File: src/rtl/snake_body_engine.sv
// snake_body_engine
//   Body/state engine for the VGA snake game. Holds up to MAX_LEN signed
//   segment coordinates, advances the body one STEP per game tick, accepts
//   direction buttons (reverse and same-direction requests are dropped),
//   grows on food and checks wall/self collisions with a one-segment-per-cycle
//   scan after every step.
//
// Ports
//   CLK, RESET          clock, asynchronous active-high reset
//   tick                one-cycle game-step strobe
//   start               IDLE->PLAY, GG->IDLE
//   pause               toggles PLAY/PAUSE
//   btn_l/r/u/d         direction requests (level, priority L>R>U>D)
//   grow                food eaten pulse
//   rd_idx              segment read index
//   rd_x, rd_y          signed coordinates of segment rd_idx (0 when invalid)
//   rd_valid            rd_idx < length
//   length              current segment count
//   state               0 IDLE, 1 PLAY, 2 CHECK, 3 PAUSE, 4 GG
//   moved               one-cycle strobe after a collision-free step
//   gg                  high in GG
module snake_body_engine #(
    parameter int MAX_LEN  = 16,
    parameter int INIT_LEN = 4,
    parameter int COORD_W  = 12,
    parameter int STEP     = 36,
    parameter int START_X  = 144,
    parameter int START_Y  = 0,
    parameter int X_MIN    = -375,
    parameter int X_MAX    = 375,
    parameter int Y_MIN    = -275,
    parameter int Y_MAX    = 225
) (
    input  logic                      CLK,
    input  logic                      RESET,
    input  logic                      tick,
    input  logic                      start,
    input  logic                      pause,
    input  logic                      btn_l,
    input  logic                      btn_r,
    input  logic                      btn_u,
    input  logic                      btn_d,
    input  logic                      grow,
    input  logic [5:0]                rd_idx,
    output logic signed [COORD_W-1:0] rd_x,
    output logic signed [COORD_W-1:0] rd_y,
    output logic                      rd_valid,
    output logic [6:0]                length,
    output logic [2:0]                state,
    output logic                      moved,
    output logic                      gg
);

    typedef enum logic [2:0] {
        S_IDLE  = 3'd0,
        S_PLAY  = 3'd1,
        S_CHECK = 3'd2,
        S_PAUSE = 3'd3,
        S_GG    = 3'd4
    } state_t;

    typedef enum logic [1:0] {
        DIR_R = 2'd0,
        DIR_L = 2'd1,
        DIR_U = 2'd2,
        DIR_D = 2'd3
    } dir_t;

    localparam logic [6:0] INIT_LEN_L = 7'(INIT_LEN);
    localparam logic [6:0] MAX_LEN_L  = 7'(MAX_LEN);
    localparam logic signed [COORD_W-1:0] STEP_C  = COORD_W'(STEP);
    localparam logic signed [COORD_W-1:0] X_MIN_C = COORD_W'(X_MIN);
    localparam logic signed [COORD_W-1:0] X_MAX_C = COORD_W'(X_MAX);
    localparam logic signed [COORD_W-1:0] Y_MIN_C = COORD_W'(Y_MIN);
    localparam logic signed [COORD_W-1:0] Y_MAX_C = COORD_W'(Y_MAX);

    state_t                      st;
    dir_t                        dir;
    dir_t                        next_dir;
    logic                        grow_pend;
    logic                        wall_phase;
    logic [5:0]                  scan_idx;
    logic signed [COORD_W-1:0]   seg_x [MAX_LEN];
    logic signed [COORD_W-1:0]   seg_y [MAX_LEN];

    logic                        btn_req;
    dir_t                        req_dir;
    logic                        btn_take;
    logic signed [COORD_W-1:0]   step_x;
    logic signed [COORD_W-1:0]   step_y;
    logic                        wall_hit;
    logic                        scan_hit;
    logic                        scan_last;
    logic                        grow_ok;
    logic                        grow_now;

    function automatic logic signed [COORD_W-1:0] init_x(input int i);
        if (i < INIT_LEN)
            return COORD_W'(START_X - i * STEP);
        return '0;
    endfunction

    function automatic logic signed [COORD_W-1:0] init_y(input int i);
        if (i < INIT_LEN)
            return COORD_W'(START_Y);
        return '0;
    endfunction

    function automatic dir_t opposite(input dir_t d);
        case (d)
            DIR_R:   return DIR_L;
            DIR_L:   return DIR_R;
            DIR_U:   return DIR_D;
            default: return DIR_U;
        endcase
    endfunction

    // Highest-priority button wins; it is only taken if it turns the snake.
    always_comb begin
        btn_req = 1'b1;
        req_dir = DIR_R;
        if (btn_l)      req_dir = DIR_L;
        else if (btn_r) req_dir = DIR_R;
        else if (btn_u) req_dir = DIR_U;
        else if (btn_d) req_dir = DIR_D;
        else            btn_req = 1'b0;
        btn_take = btn_req && (req_dir != dir) && (req_dir != opposite(dir));
    end

    always_comb begin
        step_x = '0;
        step_y = '0;
        case (next_dir)
            DIR_R:   step_x = STEP_C;
            DIR_L:   step_x = -STEP_C;
            DIR_U:   step_y = STEP_C;
            default: step_y = -STEP_C;
        endcase
    end

    // Head has already moved when CHECK runs, so seg[0] is the new head.
    assign wall_hit = (seg_x[0] <= X_MIN_C) || (seg_x[0] >= X_MAX_C) ||
                      (seg_y[0] <= Y_MIN_C) || (seg_y[0] >= Y_MAX_C);

    always_comb begin
        scan_hit = 1'b0;
        for (int i = 1; i < MAX_LEN; i++) begin
            if (scan_idx == 6'(i))
                scan_hit = (seg_x[i] == seg_x[0]) && (seg_y[i] == seg_y[0]);
        end
    end

    assign scan_last = ({1'b0, scan_idx} == (length - 7'd1));
    assign grow_ok   = grow && (length < MAX_LEN_L);
    // A grow arriving together with the tick is applied on that same tick.
    assign grow_now  = (grow_pend || grow) && (length < MAX_LEN_L);

    assign rd_valid = ({1'b0, rd_idx} < length);

    always_comb begin
        rd_x = '0;
        rd_y = '0;
        for (int i = 0; i < MAX_LEN; i++) begin
            if (rd_valid && (rd_idx == 6'(i))) begin
                rd_x = seg_x[i];
                rd_y = seg_y[i];
            end
        end
    end

    assign state = st;

    always_ff @(posedge CLK or posedge RESET) begin
        if (RESET) begin
            st         <= S_IDLE;
            length     <= INIT_LEN_L;
            dir        <= DIR_R;
            next_dir   <= DIR_R;
            grow_pend  <= 1'b0;
            moved      <= 1'b0;
            gg         <= 1'b0;
            wall_phase <= 1'b0;
            scan_idx   <= '0;
            for (int i = 0; i < MAX_LEN; i++) begin
                seg_x[i] <= init_x(i);
                seg_y[i] <= init_y(i);
            end
        end else begin
            moved <= 1'b0;
            case (st)
                S_IDLE: begin
                    // Body is pinned to its start position until play begins.
                    for (int i = 0; i < MAX_LEN; i++) begin
                        seg_x[i] <= init_x(i);
                        seg_y[i] <= init_y(i);
                    end
                    length    <= INIT_LEN_L;
                    grow_pend <= 1'b0;
                    dir       <= DIR_R;
                    next_dir  <= DIR_R;
                    gg        <= 1'b0;
                    if (start)
                        st <= S_PLAY;
                end

                S_PLAY: begin
                    // Button is judged against the pre-tick dir; a tick in the
                    // same cycle still uses the old next_dir.
                    if (btn_take)
                        next_dir <= req_dir;
                    if (pause) begin
                        st <= S_PAUSE;
                        if (grow_ok)
                            grow_pend <= 1'b1;
                    end else if (tick) begin
                        seg_x[0] <= seg_x[0] + step_x;
                        seg_y[0] <= seg_y[0] + step_y;
                        for (int i = 1; i < MAX_LEN; i++) begin
                            seg_x[i] <= seg_x[i-1];
                            seg_y[i] <= seg_y[i-1];
                        end
                        dir <= next_dir;
                        if (grow_now)
                            length <= length + 7'd1;
                        grow_pend  <= 1'b0;
                        wall_phase <= 1'b1;
                        scan_idx   <= 6'd1;
                        st         <= S_CHECK;
                    end else if (grow_ok) begin
                        grow_pend <= 1'b1;
                    end
                end

                S_CHECK: begin
                    if (btn_take)
                        next_dir <= req_dir;
                    if (grow_ok)
                        grow_pend <= 1'b1;
                    if (wall_phase) begin
                        wall_phase <= 1'b0;
                        if (wall_hit) begin
                            st <= S_GG;
                            gg <= 1'b1;
                        end else if (length == 7'd1) begin
                            moved <= 1'b1;
                            st    <= S_PLAY;
                        end
                    end else if (scan_hit) begin
                        st <= S_GG;
                        gg <= 1'b1;
                    end else if (scan_last) begin
                        moved <= 1'b1;
                        st    <= S_PLAY;
                    end else begin
                        scan_idx <= scan_idx + 6'd1;
                    end
                end

                S_PAUSE: begin
                    if (grow_ok)
                        grow_pend <= 1'b1;
                    if (pause)
                        st <= S_PLAY;
                end

                S_GG: begin
                    if (start) begin
                        st        <= S_IDLE;
                        gg        <= 1'b0;
                        length    <= INIT_LEN_L;
                        grow_pend <= 1'b0;
                        dir       <= DIR_R;
                        next_dir  <= DIR_R;
                        for (int i = 0; i < MAX_LEN; i++) begin
                            seg_x[i] <= init_x(i);
                            seg_y[i] <= init_y(i);
                        end
                    end
                end

                default: st <= S_IDLE;
            endcase
        end
    end

endmodule
File: config.mk
export PLATFORM = sky130hd
export DESIGN_NAME = snake_body_engine
export DESIGN_NICKNAME = d
export VERILOG_FILES = /design/src/rtl/snake_body_engine.sv
export SDC_FILE = /design/constraint.sdc
export NUM_CORES = 1
export LEC_CHECK = 0
export BUFFER_PORTS_ARGS = -buffer_cell sky130_fd_sc_hd__buf_2
export CORE_ASPECT_RATIO = 1.1
export CORE_UTILIZATION = 50
export CTS_BUF_LIST = sky130_fd_sc_hd__clkbuf_2 sky130_fd_sc_hd__clkbuf_4 sky130_fd_sc_hd__clkbuf_8
export DETAILED_ROUTE_END_ITERATION = 12
export PLACE_DENSITY = 0.66
export SYNTH_ARGS = -nofsm -noshare
export SYNTH_HDL_FRONTEND = slang
export SYNTH_SLANG_ARGS = --single-unit
File: constraint.sdc
create_clock -name CLK -period 30.1 [get_ports CLK]
set_input_delay 6.02 -clock CLK [delete_from_list [all_inputs] [get_ports CLK]]
set_output_delay 6.02 -clock CLK [all_outputs]
set_load 0.1 [all_outputs]
**Yosys cells after proc, flatten, opt, wreduce, memory -nomap -nowiden**

Cells that the tools add are included.

- Register bits: 408
- Bits in latches: 0
- Bits in writable memories: 0
- Memory bits (read-only): 0
- Input port bits: 16
- Memories: 0

- $add $sub $neg: 5
- Multiply operators: 0
- Div/mod/pow operators: 0
- Magnitude comparators: 6
- Equal/unequal tests: 87
- Shifts and indexed selects: 0
- Mux-type cells: 123
- Bitwise operators: 0
- Reduce and logical (&&, ||, !) cells: 59

Operators by type and width:

| kind | number |
|---|---|
| $mux 192 | 6 |
| $pmux 192 s3 | 2 |
| $mux 12 | 32 |
| $eq 12x12->1 | 30 |
| $eq 6x4->1 const B | 16 |
| $mux 7 | 8 |
| $eq 6x3->1 const B | 8 |
| $pmux 12 s2 | 2 |
| $mux 6 | 7 |
| $mux 1 | 37 |
| $logic_and 1x1->1 | 35 |
| $mux 3 | 10 |
| $add 12x12->12 | 2 |
| $eq 6x2->1 const B | 4 |
| $le 12x10->1 const B | 2 |
| $pmux 7 s3 | 1 |
| $ne 2x2->1 const B | 9 |
| $pmux 2 s3 | 3 |
| $mux 2 | 8 |
| $mux 8 | 2 |
| $pmux 3 s5 | 1 |
| $eq 6x1->1 const B | 2 |
| $ge 12x10->1 const B | 1 |
| $ge 12x9->1 const B | 1 |
| 33 further kinds | 51 |

**Depth between registers and ports, before layout**

- Depth in word-level cells: 20
- Depth in mapped cells: 13
- Gate-level depth less buffers: 13

**Worst setup path before layout**

OpenSTA, ideal clock, no wires.

- Kind: input to output
- From: input rd_idx[5]
- To: output rd_x[11]
- Arrival time: 10.957 ns
- Slack: 13.123 ns
- Stages: 10
- Path buffers: 0
- Cell sequence: ha_1 -> a21oi_1 -> o21ai_1 -> a41o_1 -> a2111oi_2 -> nand2_1 -> nand2_1 -> or3_1 -> a31oi_1 -> o41ai_1

- Word-level cells in the longest chain between the ends: 18
- Elaborated cells on any way between the ends: 49
- Those cells by class: order compare: 1; eq/ne: 15; mux: 16; reduce/logical: 17

RTL lines:

| what | RTL line | text |
|---|---|---|
| start, declared | 44 | `input logic [5:0] rd_idx,` |
| $lt 6x7->1 / $logic_not 6->1 (equally long branches) | 158, 164 |  |
| $logic_and 1x1->1 | 164 | `if (rd_valid && (rd_idx == 6'(i))) begin` |
| $mux 12 (15 in series) | 164 |  |
| $mux 12 * | 164 |  |
| end, declared | 45 | `output logic signed [COORD_W-1:0] rd_x,` |

Mark *: on every way between the ends. The rest lies on a longest branch, timed or not.

**Worst setup path in the final report**

- From: input rd_idx[1]
- To: output rd_x[11]

Same word-level chain as after synthesis.

==> flow_summary.json <==
{
  "routed_wl_mm": 72.6,
  "yosysSeqAreaShare_pct": 42.7,
  "grt_setup_unrepaired": "false",
  "fmax_mhz": 62.1,
  "drtPass1Iterations": 10,
  "setup_tns_ps": 0,
  "fin_util_pct": 55.3,
  "rows": 76,
  "cts_hold_buf": 0,
  "cp_slowest_cell": "or3_1",
  "drv_cap": 0,
  "fin_nets": 1935,
  "finalHoldViolCount": 0,
  "power_mw": 1.65,
  "fill_cells": 3477,
  "grt_overflow": 0,
  "netlist.area_leader.share_pct": 41.3,
  "synth_warnings": 0,
  "start_util_pct": 51.0,
  "dr_total_vias": 16400,
  "worstSetupStartpointType": "input port",
  "skew_ps": 31.4,
  "post_drt_wl_per_cell_um": 29.8,
  "cp_common_cell": "or3_1",
  "ys_types": 82,
  "cp_data_arrival_time_ps": 10080,
  "cts.clk_slew.worst_paths_ps": 60,
  "ant_nets": 0,
  "cts_tree": "built",
  "drc": 2,
  "synthFlopType": "dfrtp_1",
  "tightest_slew_ps": 1170,
  "die_height_um": 212,
  "antenna_found_initial": 0,
  "vias_per_cell": 6.74,
  "core_area_mm2": 0.0395,
  "clk_path_buf_depth": 3,
  "synth_cells": 1897,
  "htree_num_levels": 2,
  "diodes": 0,
  "finalCritPeriodShare_pct": 53.5,
  "synth.most_common_cell": "dfrtp_1",
  "clk_latency_ps": 690,
  "root_buffer": "clkbuf_8",
  "grtUsageTotal_pct": 35.7,
  "syn-cell-area_mm2": 0.0201,
  "path_class": "in -> out",
  "whs_ps": 498,
  "io_pins": 53,
  "ctsResizeCount": 0,
  "final.min_clock_period_ps": 16100,
  "grt_max_degree": 227,
  "crit_path_max_incr_delay_ps": 650,
  "max_slew_margin_pct": 21.9,
  "dieArea_mm2": 0.0411,
  "die_x_um": 193,
  "syn-mean-instance-area_um2": 10.6,
  "final-setup-viol-count": 0,
  "dp_hpwl_mm": 50.1,
  "cts_sinks": 343,
  "hp-class": "reg -> reg",
  "path_cells": "buf_4, ha_1, a21o_1, a21oi_1, o211ai_1, or3_1, nand2_1, or3_1, a31oi_1, o41ai_1, buf_2",
  "r2r_slack_ps": 26050,
  "power_density_mw_per_mm2": 75.6,
  "path_delay_family": "compound AO/OA/AOI/OAI gates",
  "cts_inserted_buffers": 58,
  "first_iter_violations": 1728,
  "synth_area_leaders": "dfrtp_1 (41%), a22o_1 (13%), xnor2_1 (9.1%), xor2_1 (5.1%), mux4_2 (3.0%)",
  "worstPathRequired_ps": 24080,
  "numPortBuffers": 48,
  "ys_ff_latch": 343,
  "synth_edf_count": 0,
  "areaGrowthSynthToFinish_pct": 8.45,
  "synth.largest_area_cell": "dfrtp_1",
  "status": "complete, but fails checks",
  "cp_max_fo": 43,
  "violations": "design-rule violations",
  "p_leak_nw": 9.82,
  "grt_pass1_vias": 16100,
  "synthTopCellsByCount": "dfrtp_1 (332), a22o_1 (293), xnor2_1 (209)",
  "drv_slew": 0,
  "ys_async_sr_fraction_pct": 100,
  "postCtsSetupBuffers": 0,
  "grt_pass1_wl_mm": 108,
  "drive_above_1_share_pct": 12.9,
  "place_congestion": 1.00,
  "vdd_drop_max_mv": 0.0900,
  "end_kind": "primary output",
  "path_buf_inv": 2
}
[tightest hold or removal path: stages (launching register included)]
cell     delay [ps]
dfrtp_1         350
nand2_1          50
o21ai_1          70
[registers in the layout (all words and copies together), names as in the netlist]
signal,cells
seg_x,160
next_dir,2
moved,1
dir,1
seg_y,160
gg,1
wall_phase,1
length,7
state,3
grow_pend,1
scan_idx,6
[cell usage in the layout, fill, tap and decap left out, types with 29 or more instances in the layout]
cell type  Yosys  layout
xor2_1       117     117
nand3_1       30      30
a22o_1       293     293
mux2i_1       29      29
nand4_1       56      56
nor4_1        43      43
clkbuf_8       0      71
xnor2_1      209     209
nand2_1       85      85
ha_1          30      30
a21oi_1       61      61
buf_2         14      46
o21ai_0       66      66
buf_4         31      34
dfrtp_1      332     332
nor2_1        73      73
[per-stage QoR]
| step | std cells | cell area (um^2) | worst slack [ps] |
|---|---|---|---|
| 4_1_cts | 2439 | 21800 | 14020 |
| 3_5_place_dp | 2334 | 20500 | 14050 |
| 3_3_place_gp | 2334 | 20500 | 14170 |
| 5_1_grt | 2439 | 21800 | 13780 |
| 2_1_floorplan | 1900 | 20100 | 13120 |
| 6_report | 2439 | 21800 | 14000 |
[kinds of logic (layout without fill, tap and decap cells)]
kind of cell             Yosys count  after routing  share of synthesized area (%)
AO/OA/AOI/OAI                    577            577                           22.2
AND/OR/NAND/NOR                  366            366                           9.33
flip-flops                       343            343                           42.7
XOR/XNOR                         326            326                           14.2
buffers and inverters            188            220                           4.58
multiplexers                      64             64                           4.91
adder cells (fa/ha/maj)           32             32                           2.06
other                              1              4                         0.0186
[per-layer routing]
layer | GRT usage [%] | up-vias | share of wire, % | wire length [um]
met3 | 5.31 | 175 | 6.8 | 4940
met1 | 45.6 | 8441 | 40 | 29000
met4 | 21.4 | 0 | 6.1 | 4460
met2 | 57.8 | 717 | 47 | 34200
met5 | 0 | - | 0 | 0
li1 | - | 7114 | - | -
[report_power, final]
group	leakage (nW)	switching, mW	total [mW]	internal, mW
clock network	0.686	0.201	0.464	0.262
registers	4.73	0.0559	0.551	0.496
logic	4.40	0.445	0.635	0.190
total	9.82	0.702	1.65	0.948
[layout make-up]
cell class              instances  area [um^2]  share of cell area, %
well taps                     507          634                   2.91
flip-flops and latches        343         8600                   39.4
clock inverters                 8          109                  0.499
clock buffers                  97         1170                   5.37
repair buffers                 83          546                   2.50
inverters                      32          128                  0.585
multi-input cells            1369        10600                   48.8
[path summary, 6_finish.rpt]
kind	start	end	depth (start not counted)
max	rd_idx[1]	rd_x[11]	11
min	gg	gg	2
max reg2reg	seg_x[187]	state[0]	9
min reg2reg	gg	gg	2
max in group asynchronous	RESET	seg_x[152]	3
min in group asynchronous	RESET	seg_x[17]	2
Note: power is estimated with default switching activity, not from simulation.
